<file path="config.mk">
export PLATFORM = sky130hd
export DESIGN_NAME = usb_handshake_tx
export DESIGN_NICKNAME = d
export VERILOG_FILES = /design/src/rtl/usb_pkg.sv /design/src/rtl/usb_nrzi_enc.sv /design/src/rtl/usb_handshake_tx.sv
export SDC_FILE = /design/constraint.sdc
export NUM_CORES = 1
export LEC_CHECK = 0
export BUFFER_PORTS_ARGS = -buffer_cell sky130_fd_sc_hd__buf_2
export CAP_MARGIN = 10
export CORE_MARGIN = 8
export CORE_UTILIZATION = 25
export DETAILED_ROUTE_END_ITERATION = 10
export PLACE_DENSITY_LB_ADDON = 0.05
export SLEW_MARGIN = 20
export SYNTH_ARGS = -nofsm -noshare
export SYNTH_HDL_FRONTEND = slang
export SYNTH_SLANG_ARGS = --single-unit
</file>
<file path="constraint.sdc">
create_clock -name useClk -period 5.37 [get_ports useClk]
set_input_delay 0 -clock useClk [delete_from_list [all_inputs] [get_ports useClk]]
set_output_delay 0 -clock useClk [all_outputs]
set_load 0.01 [all_outputs]
</file>
<file path="src/rtl/usb_pkg.sv">
// usb_pkg: PID codes, pidSel encoding and FSM states shared by the handshake transmitter
package usb_pkg;
    localparam logic [7:0] PID_ACK   = 8'hD2;
    localparam logic [7:0] PID_NAK   = 8'h5A;
    localparam logic [7:0] PID_STALL = 8'h1E;
    localparam logic [7:0] PID_NYET  = 8'h96;

    typedef enum logic [1:0] {SEL_ACK, SEL_NAK, SEL_STALL, SEL_NYET} pid_sel_t;

    typedef enum logic [2:0] {ST_IDLE, ST_SYNC, ST_PID, ST_EOP, ST_JBIT, ST_GAP} state_t;

    function automatic logic [7:0] pid_byte(input logic [1:0] sel);
        return sel == SEL_ACK   ? PID_ACK   :
               sel == SEL_NAK   ? PID_NAK   :
               sel == SEL_STALL ? PID_STALL : PID_NYET;
    endfunction
endpackage

</file>
<file path="src/rtl/usb_nrzi_enc.sv">
// usb_nrzi_enc: NRZI line-level register (raw 0 toggles, raw 1 holds)
// Ports:
//   clk, rst_n  - clock, async active-low reset (level resets to 1 = J)
//   i_strobe    - bit strobe; the level only moves on strobe cycles
//   i_enc_en    - encode the current raw bit into the level
//   i_load_j    - force the level back to J (1)
//   i_raw       - raw bit being presented
//   o_level     - level that results from encoding i_raw (becomes the line level)
module usb_nrzi_enc (
    input  logic clk,
    input  logic rst_n,
    input  logic i_strobe,
    input  logic i_enc_en,
    input  logic i_load_j,
    input  logic i_raw,
    output logic o_level
);
    logic r_level;

    assign o_level = i_raw ? r_level : ~r_level;

    always_ff @(posedge clk or negedge rst_n) begin
        if (!rst_n)
            r_level <= 1'b1;
        else if (i_strobe && i_load_j)
            r_level <= 1'b1;
        else if (i_strobe && i_enc_en)
            r_level <= o_level;
    end
endmodule

</file>
<file path="src/rtl/usb_handshake_tx.sv">
// usb_handshake_tx: bit-serial USB handshake transmitter (SYNC, PID, EOP, J) with one-deep request queue
// Ports:
//   useClk, resetN - clock, async active-low reset
//   checkData      - bit strobe; all bit-level state moves only when high
//   req, pidSel    - handshake request and PID select (ACK/NAK/STALL/NYET)
//   reqReady       - a request presented this cycle is taken
//   txData, txOE   - serial data / line level and output enable
//   callEop        - SE0 request to the line driver
//   busy, done     - activity flag and end-of-J-bit pulse
module usb_handshake_tx
    import usb_pkg::*;
#(
    parameter int SYNC_LEN = 8,
    parameter int EOP_BITS = 2,
    parameter int GAP_BITS = 2,
    parameter int NRZI_EN  = 0
) (
    input  logic       useClk,
    input  logic       resetN,
    input  logic       checkData,
    input  logic       req,
    input  logic [1:0] pidSel,
    output logic       reqReady,
    output logic       txData,
    output logic       txOE,
    output logic       callEop,
    output logic       busy,
    output logic       done
);
    state_t     r_state, w_nxt_state;
    logic [4:0] r_cnt, w_nxt_cnt;
    logic       r_act_v, r_pend_v;
    logic [7:0] r_act_pid, r_pend_pid;
    logic       r_tx_data, r_oe, r_eop, r_done;
    logic       w_raw, w_enc, w_lvl, w_nxt_data;
    logic       w_to_idle, w_pkt_end, w_acc_act;

    always_comb begin
        w_nxt_state = r_state;
        case (r_state)
            ST_IDLE: w_nxt_state = r_act_v ? ST_SYNC : ST_IDLE;
            ST_SYNC: w_nxt_state = r_cnt == 5'(SYNC_LEN - 1) ? ST_PID : ST_SYNC;
            ST_PID:  w_nxt_state = r_cnt == 5'd7 ? ST_EOP : ST_PID;
            ST_EOP:  w_nxt_state = r_cnt == 5'(EOP_BITS - 1) ? ST_JBIT : ST_EOP;
            ST_JBIT: w_nxt_state = GAP_BITS > 0 ? ST_GAP : ST_IDLE;
            ST_GAP:  w_nxt_state = r_cnt == 5'(GAP_BITS - 1) ? ST_IDLE : ST_GAP;
            default: w_nxt_state = ST_IDLE;
        endcase
        w_nxt_cnt = (w_nxt_state != r_state || r_state == ST_IDLE) ? 5'd0 : r_cnt + 5'd1;
        w_enc = w_nxt_state == ST_SYNC || w_nxt_state == ST_PID;
        // raw bit to present on this strobe; idle and gap simply hold the line value
        w_raw = w_nxt_state == ST_SYNC ? (w_nxt_cnt == 5'(SYNC_LEN - 1)) :
                w_nxt_state == ST_PID  ? r_act_pid[w_nxt_cnt[2:0]] :
                w_nxt_state == ST_EOP  ? 1'b0 :
                w_nxt_state == ST_JBIT ? 1'b1 : r_tx_data;
    end

    assign w_nxt_data = (w_enc && NRZI_EN != 0) ? w_lvl : w_raw;

    usb_nrzi_enc u_nrzi (
        .clk      (useClk),
        .rst_n    (resetN),
        .i_strobe (checkData),
        .i_enc_en (w_enc && NRZI_EN != 0),
        .i_load_j (w_nxt_state == ST_JBIT),
        .i_raw    (w_raw),
        .o_level  (w_lvl)
    );

    always_ff @(posedge useClk or negedge resetN) begin
        if (!resetN) begin
            r_state   <= ST_IDLE;
            r_cnt     <= '0;
            r_tx_data <= NRZI_EN != 0;
            r_oe      <= 1'b0;
            r_eop     <= 1'b0;
            r_done    <= 1'b0;
        end else begin
            r_done <= checkData && r_state == ST_JBIT;
            if (checkData) begin
                r_state   <= w_nxt_state;
                r_cnt     <= w_nxt_cnt;
                r_tx_data <= w_nxt_data;
                r_oe      <= w_nxt_state inside {ST_SYNC, ST_PID, ST_EOP, ST_JBIT};
                r_eop     <= w_nxt_state == ST_EOP;
            end
        end
    end

    assign w_to_idle = checkData && r_state != ST_IDLE && w_nxt_state == ST_IDLE;
    assign w_pkt_end = checkData && r_state == ST_JBIT;
    assign w_acc_act = req && r_state == ST_IDLE && !r_act_v;

    // On the return to IDLE the pending slot promotes to active; if it is empty,
    // a request arriving on that very clock goes straight into the active slot.
    always_ff @(posedge useClk or negedge resetN) begin
        if (!resetN) begin
            r_act_v    <= 1'b0;
            r_act_pid  <= '0;
            r_pend_v   <= 1'b0;
            r_pend_pid <= '0;
        end else if (w_to_idle) begin
            r_act_v   <= r_pend_v || req;
            r_act_pid <= r_pend_v ? r_pend_pid : pid_byte(pidSel);
            r_pend_v  <= 1'b0;
        end else begin
            if (w_pkt_end)
                r_act_v <= 1'b0;
            else if (w_acc_act) begin
                r_act_v   <= 1'b1;
                r_act_pid <= pid_byte(pidSel);
            end
            if (req && !r_pend_v && !w_acc_act) begin
                r_pend_v   <= 1'b1;
                r_pend_pid <= pid_byte(pidSel);
            end
        end
    end

    assign reqReady = !r_pend_v;
    assign txData   = r_tx_data;
    assign txOE     = r_oe;
    assign callEop  = r_eop;
    assign done     = r_done;
    assign busy     = r_state != ST_IDLE || r_act_v || r_pend_v;
endmodule

</file>
# Word level (Yosys, flattened, before mapping)
# Index checks and enable logic that the tools add are counted.
[op_classes] order_cmp=1 n_bitwise=1 reduce_logical=25 addsub=1 mux=25 n_eq_ne=16
[op_table] cell="$mux W8" count=7
[op_table] cell="$pmux W3 S6" count=1
[op_table] cell="$eq A3 B2 Y1 const B" count=4
[op_table] cell="$mux W1" count=12
[op_table] cell="$eq A5 B3 Y1 const B" count=2
[op_table] cell="$eq A3 B3 Y1 const B" count=3
[op_table] cell="$logic_and A1 B1 Y1" count=7
[op_table] cell="$eq A3 B1 Y1 const B" count=2
[op_table] cell="$logic_not A3 Y1" count=2
[op_table] cell="$mux W3" count=2
[op_table] cell="$reduce_and A2 Y1" count=3
[op_table] cell="$reduce_bool A3 Y1" count=2
[op_table] cell="$add A5 B1 Y5 const B" count=1
[op_table] cell="$eq A5 B1 Y1 const B" count=1
[op_table] cell="$mux W5" count=1
[op_table] cell="$logic_or A1 B1 Y1" count=4
[op_table] cell="$lt A3 B4 Y1 const B" count=1
[op_table] cell="$reduce_bool A2 Y1" count=2
[op_table] cell="$reduce_bool A4 Y1" count=1
[op_table] cell="$bmux W1 S3" count=1
[op_table] cell="$logic_not A1 Y1" count=3
[op_table] cell="$ne A3 B3 Y1" count=1
[op_table] cell="$eq A2 B1 Y1 const B" count=1
[op_table] cell="$eq A2 B2 Y1 const B" count=1
[op_table] cell="other kinds (4)" count=4
[totals] inputBits=6 out_inout_bits=6 reg_bits=30 elab_cells=79

# Depth between registers and ports, before layout
# Gate-level depths: netlist of the first run.
[depth] depth_word=10 depth_mapped=7 mapped_depth_nobuf=7

# Worst setup path before layout of the first run
# No wires, ideal clock.
[synth_path] path_kind="register -> register" start="register r_cnt[0]" end="register r_tx_data (netlist: txData)" setup_slack_ns=3.422 t_required_ns=5.244 arrival_time_ns=1.822 synth_period_minus_slack_ns=1.948 n_path_buf=0 setup_ns=0.126 path_stages_with_launch=7 cell_sequence="dfrtp_1 > ha_1 > xnor2_1 > or4b_1 > a32oi_1 > a2111oi_0 > a221o_1"
[synth_via] elab_chain_len=10 word_cells_on_any_way=23 cone_classes="add/sub (1); eq/ne (8); mux (11); reduce/logical (3)"
[synth_lines] item="start, declared" line_no="usb_handshake_tx.sv:31" source="logic [4:0] r_cnt, w_nxt_cnt;"
[synth_lines] item="start signal, assigned" line_no="usb_handshake_tx.sv:82" source="r_cnt <= w_nxt_cnt;"
[synth_lines] item="$eq A5 B1 Y1 or $eq A5 B3 Y1 (tied branches)"
[synth_lines] item="$mux W3 (tied with other cells)" line_no="usb_handshake_tx.sv:46" source="ST_GAP: w_nxt_state = r_cnt == 5'(GAP_BITS - 1) ? ST_IDLE : ST_GAP;"
[synth_lines] item="$pmux W3 S6" line_no="usb_handshake_tx.sv:40" source="case (r_state)"
[synth_lines] item="$ne A3 B3 Y1" line_no="usb_handshake_tx.sv:49" source="w_nxt_cnt = (w_nxt_state != r_state || r_state == ST_IDLE) ? 5'd0 : r_cnt + 5'd1;"
[synth_lines] item="$logic_or A1 B1 Y1" line_no="usb_handshake_tx.sv:49"
[synth_lines] item="$mux W5" line_no="usb_handshake_tx.sv:49"
[synth_lines] item="$bmux W1 S3" line_no="usb_handshake_tx.sv:53" source="w_nxt_state == ST_PID ? r_act_pid[w_nxt_cnt[2:0]] :"
[synth_lines] item="$mux W1 (implied by the code)" line_no="usb_handshake_tx.sv:53"
[synth_lines] item="$mux W1" line_no="usb_handshake_tx.sv:53"
[synth_lines] item="$mux W1" line_no="usb_handshake_tx.sv:52" source="w_raw = w_nxt_state == ST_SYNC ? (w_nxt_cnt == 5'(SYNC_LEN - 1)) :"
[synth_lines] item="end signal, assigned" line_no="usb_handshake_tx.sv:83" source="r_tx_data <= w_nxt_data;"
[synth_lines] item="end, declared" line_no="usb_handshake_tx.sv:34" source="logic r_tx_data, r_oe, r_eop, r_done;"
# Several ways; a longest one is shown, not always the timed one. The select of a mux whose other input is x is not followed.
# A chain may end at the register's enable or synchronous reset.

# Final worst setup path of the first run
# Ends and elaborated chain as after synthesis.

==> out/qor.txt, run 1 <==
ys async rst share: 1.00
die area: 0.00806 mm2
Final HPWL DP: 2450 um
worst slew pin tran: 569 ps
vias per cell: 4.80
Mean Syn Cell Area: 9.38 um2
CTS tree: yes
post-synthesis cell count: 145
cells on worst reg2reg path: 6
hold path start: req
minimum clock period after layout: 2210 ps
GRT Util Overall: 0.0875
n_diodes: 0
Detailed Route WL: 3340 um
IO Pins: 12
Setup crit end kind: flip-flop
fin nets: 167
final setup margin: 3160 ps
CTS buffer count: 3
hold depth: 2
fmax: 453 MHz
reg2reg setup slack: 3160 ps
worst skew pair latency: 270 ps
RR Endpoint: txData
Die Span X: 89.8 um
synth-to-layout area growth: 14.1%
gpl congestion: 0.781
Site Rows: 27
DRT iter0 DRCs: 79
sequential fraction of the synthesis area: 0.442
Post-DRT Antenna Nets: 0
leakage: 0.000678 uW
Net Count, Synth: 155
met1 wire length: 1580 um
slew margin rel.: 0.616
Clk pin slew, worst setup/hold paths: 90 ps
yosys warns: 0
most frequent cells in the layout: 24 x dfrtp_1, 16 x inv_1, 11 x buf_2, 10 x nand2_1
initial antenna violation count: 0
EDFF count, synth: 0
vias in the first global route: 1206
WL per Instance: 14.7 um
crit-path max FO: 9
Critical R2R Launch: r_cnt[0]
leading cell type in the layout, fill and taps excluded: dfrtp_1
total grt overflow: 0
Setup CP Type: flip-flop to flip-flop
crit share post-route: 0.411
Mapped Area: 0.00136 mm2
data required time of the critical path: 5530 ps
dpl ws: 3170 ps
clk sinks: 24
layout cells sized above 1: 0.128
Setup violations, final: 0
Initial Util: 0.253
RSZ-0062 raised after global routing: no
die height: 89.8 um
leading area contributor after synthesis: dfrtp_1
top post-synthesis cells by area: dfrtp_1 44%, inv_1 4.4%, ha_1 3.7%
Synth top area share: 0.442
clk root buf: clkbuf_8
Max Used Layer: met4
outcome: completed
HP Class: input pin to flip-flop
clock buffer depth: 2
Main synth FF type: dfrtp_1
CP arrival: 2370 ps
DR WL met2: 1620 um
met3 wire length: 119 um
largest net degree at the start of global routing: 25
FF+latch count, synth: 24
first-pass GRT wire length: 5870 um
DRT Pass-1 Iters: 4
Max Slew Vio Count: 0
Core Box Area: 0.00537 mm2
count of unique library cells instantiated by Yosys: 47
pwr dens: 527 mW/mm2
CP Launch Type: flip-flop
final hold viol count: 0
H-Tree Depth: 1
DRC: 0
Max-Cap Viols: 0
skew final: 3.96 ps
setup_tns: 0 ps
end of the worst hold path: r_act_v
final hold slack: 37.1 ps
port bufs: 11
via count: 1094
Peak supply drop: 0.117 mV
overall power: 818 uW
timing repair:
item	in CTS	in global routing
hold buffers	1	0
resized for setup	0	0
buffers inserted	0	0
hold endpoints to repair	24	0
stage by stage:
| step | instance area (um2) | std cells | utilization |
|---|---|---|---|
| after floorplan | 1360 | 145 | - |
| after global placement | 1490 | 223 | 0.277 |
| after detailed placement | 1490 | 223 | 0.277 |
| after CTS | 1550 | 228 | 0.289 |
| after global routing | 1550 | 228 | 0.289 |
| final | 1550 | 228 | 0.289 |
flip-flops by register name, indices dropped and copies added, names as in the netlist:
register,count
txData,1
txOE,1
r_state,3
r_act_v,1
done,1
r_cnt,5
r_act_pid,5
r_pend_v,1
r_pend_pid,5
callEop,1
critical path, cell delays in order (launching register included):
cell	delay [ps]
dfrtp_1	500
ha_1	210
or4b_1	500
o211ai_1	170
and2_1	310
o31ai_1	120
a221o_1	300
cell families (layout without fill, tap and decap cells):
| group | Yosys count | after routing | share of synthesized area |
|---|---|---|---|
| compound gates | 43 | 43 | 0.229 |
| buf+inv | 21 | 32 | 0.0580 |
| simple gates | 50 | 50 | 0.213 |
| xor+xnor | 1 | 1 | 0.00644 |
| flops | 24 | 24 | 0.442 |
| mux | 2 | 2 | 0.0156 |
| fa+ha+maj | 4 | 4 | 0.0368 |
synthesized netlist by cell type (3+ instances only):
cell       instances
nand2b_1           4
clkbuf_1           5
ha_1               4
dfrtp_1           24
nand3_1            3
a21oi_1            5
nor2b_1            4
inv_1             16
o31ai_1            3
o221ai_1           3
o2bb2ai_1          3
nor3_1             4
nor2_1             8
nand2_1           10
o21ai_1            8
o21ai_0            4
per-layer routing:
metal,GRT usage,vias up
li1,-,550
met1,0.105,530
met2,0.146,12
met3,0.0216,2
met4,0.0339,0
met5,0,-
report_power, final:
group / switching (uW) / total, uW / leakage [uW] / internal, uW
clock network: 60.9 / 126 / 0.0000288 / 65.5
registers: 87.9 / 339 / 0.000289 / 251
logic: 191 / 353 / 0.000361 / 161
total: 340 / 818 / 0.000678 / 478
worst max-delay path by stage:
stage / start / end / slack [ps] / cells past startpoint
4_1_cts: r_cnt[0] / txData / 3170 / 5
3_3_place_gp: r_cnt[0] / txData / 3170 / 5
2_1_floorplan: r_cnt[0] / txData / 3420 / 6
6_report: r_cnt[0] / txData / 3160 / 6
5_1_grt: r_cnt[0] / r_act_pid[7] / 3000 / 6
3_5_place_dp: r_cnt[0] / txData / 3170 / 5
final cells by class:
cell class	count	area [um2]
Fill cell	569	3820
Tap cell	72	90.1
Timing Repair Buffer	12	65.1
Multi-Input combinational cell	100	681
Sequential cell	24	601
Clock buffer	4	55.1
Inverter	16	60.1
No activity file was read; power rests on OpenSTA's default activity.
==> run 2, diff against run 1 <==
==> constraint.sdc (replaced) <==
create_clock -name useClk -period 1.88 [get_ports useClk]
set_input_delay 0 -clock useClk [delete_from_list [all_inputs] [get_ports useClk]]
set_output_delay 0 -clock useClk [all_outputs]
set_load 0.01 [all_outputs]
==> out/qor.txt, run 2 (synthesized netlist as in run 1, its figures left out) <==
initial antenna violation count: 0 (unchanged)
Initial Util: 0.253 (unchanged)
minimum clock period after layout: 1980 ps (was 2210 ps)
failing checks: setup timing
HP Class: input pin to flip-flop (unchanged)
Setup CP Type: flip-flop to flip-flop (unchanged)
gpl congestion: 0.738 (was 0.781)
GRT Max-Usage Layer: met2 (unchanged)
Critical R2R Launch: r_cnt[1] (was r_cnt[0])
Die Span X: 89.8 um (unchanged)
RR Endpoint: txData (unchanged)
M1 GR Usage: 0.102 (was 0.105)
total grt overflow: 0 (unchanged)
IO Pins: 12 (unchanged)
Post-DRT Antenna Nets: 0 (unchanged)
DRT Pass-1 Iters: 4 (unchanged)
Placed Instances: 244 (was 223)
Site Rows: 27 (unchanged)
port bufs: 11 (unchanged)
crit-path max FO: 3 (was 9)
skew final: 10.8 ps (was 3.96 ps)
synth-to-layout area growth: 34.6% (was 14.1%)
final hold viol count: 0 (unchanged)
Peak supply drop: 0.645 mV (was 0.117 mV)
vias in the first global route: 1168 (was 1206)
Setup violations, final: 3 (was 0)
worst skew pair latency: 270 ps (about the same)
cells on worst reg2reg path: 7 (was 6)
Setup crit end kind: flip-flop (unchanged)
pwr dens: 1610 mW/mm2 (was 527 mW/mm2)
Detailed Route WL: 3450 um (was 3340 um)
CTS buffer count: 3 (unchanged)
GRT Util Overall: 0.0872 (was 0.0875)
clk root buf: clkbuf_8 (unchanged)
leakage: 0.000833 uW (was 0.000678 uW)
fmax: 506 MHz (was 453 MHz)
CTS tree: yes (unchanged)
Setup Buffers After CTS: 0 (unchanged)
hold path start: req (unchanged)
final setup margin: -95.7 ps (was 3160 ps)
largest net degree at the start of global routing: 25 (unchanged)
die height: 89.8 um (unchanged)
Non-Filler Instances: 249 (was 228)
end of the worst hold path: r_act_v (unchanged)
n_diodes: 0 (unchanged)
met3 Resource Use GR: 0.0283 (was 0.0216)
first-pass GRT wire length: 5850 um (was 5870 um)
die area: 0.00806 mm2 (unchanged)
data required time of the critical path: 2040 ps (was 5530 ps)
fin nets: 188 (was 167)
H-Tree Depth: 1 (unchanged)
clk sinks: 24 (unchanged)
Core Box Area: 0.00537 mm2 (unchanged)
overall power: 2940 uW (was 818 uW)
leading cell type in the layout, fill and taps excluded: dfrtp_1 (unchanged)
# fillers: 548 (was 569)
grt met2 use: 0.151 (was 0.146)
DRC: 0 (unchanged)
Final HPWL DP: 2650 um (was 2450 um)
dpl ws: -132 ps (was 3170 ps)
final hold slack: 18.0 ps (was 37.1 ps)
outcome: finished with violations (was completed)
layout cells sized above 1: 0.322 (was 0.128)
slew margin rel.: 0.624 (was 0.616)
Max Slew Vio Count: 0 (unchanged)
RSZ-0062 raised after global routing: yes (was no)
reg2reg setup slack: -100 ps (was 3160 ps)
hold depth: 2 (unchanged)
via count: 1172 (was 1094)
most frequent cells in the layout: 23 x dfrtp_1, 21 x buf_4, 16 x inv_1, 11 x buf_2, 10 x nand2_1 (was 24 x dfrtp_1, 16 x inv_1, 11 x buf_2, 10 x nand2_1)
CP arrival: 2130 ps (was 2370 ps)
worst slew pin tran: 564 ps (was 569 ps)
Clk pin slew, worst setup/hold paths: 100 ps (was 90 ps)
WL per Instance: 13.9 um (was 14.7 um)
crit share post-route: 1.05 (was 0.411)
Max-Cap Viols: 0 (unchanged)
CP Launch Type: flip-flop (unchanged)
clock buffer depth: 2 (unchanged)
Largest regs: r_act_pid x5, r_cnt x5, r_pend_pid x5 (unchanged)
vias per cell: 4.71 (was 4.80)
DRT iter0 DRCs: 68 (was 79)
-- run 2: cell count changes in the layout (fill, tap and decap cells not counted), moves of 2 or more --
cell   before  now
buf_4       0   21
ha_4        0    2
or2_4       0    2
or2_1       2    0
ha_1        4    2
-- run 2: timing repair --
action / CTS / global route
hold buffers: 1 / 0
cloned: 0 / 0
pin swaps: 1 / 2
endpoints found under the setup margin: 11 / 13
endpoints found under the hold margin: 24 / 0
resized for setup: 2 / 14
-- run 2: worst max path at each step --
stage                        start      to  slack, ps  cells past startpoint
after CTS                 r_cnt[0]  txData       -100                      7
final                     r_cnt[1]  txData       -100                      7
after global routing      r_cnt[1]  txData       -160                      7
after floorplan           r_cnt[0]  txData          3                      6
after detailed placement  r_cnt[1]  txData       -130                      7
after global placement    r_cnt[1]  txData       -100                      7
-- run 2: metal layers --
layer | part of all wire | wire length (um) | vias up
met5 | 0 | 0 | -
met1 | 0.47 | 1630 | 559
met4 | 0.0075 | 26 | 0
met3 | 0.043 | 147 | 2
li1 | - | - | 596
met2 | 0.48 | 1650 | 15
-- run 2: metrics by stage --
stage	util	instance area, um2	TNS, ps
floorplan	-	1390	0
global placement	0.311	1670	-157
detailed placement	0.311	1670	-456
CTS	0.328	1760	-150
global route	0.341	1830	-636
finish	0.341	1830	-111
-- run 2: cell type report --
class	count	area, um2	area share
Clock inverter	1	30.0	0.0164
Multi-Input combinational cell	100	785	0.429
Timing Repair Buffer	33	223	0.122
Inverter	16	60.1	0.0328
Sequential cell	24	602	0.329
Clock buffer	3	41.3	0.0226
Tap cell	72	90.1	0.0492
-- run 2: critical path: stages, from the launching register on --
cell	delay, ps
dfrtp_1	380
buf_4	140
ha_4	170
xnor2_1	150
or4b_1	500
a32oi_2	200
a2111oi_2	70
a221o_1	260
-- run 2: report_power, final --
group          switching, uW  leakage, uW  internal (uW)
Combinational            724     0.000510            811
Clock                    180    0.0000357            285
Sequential               226     0.000287            719
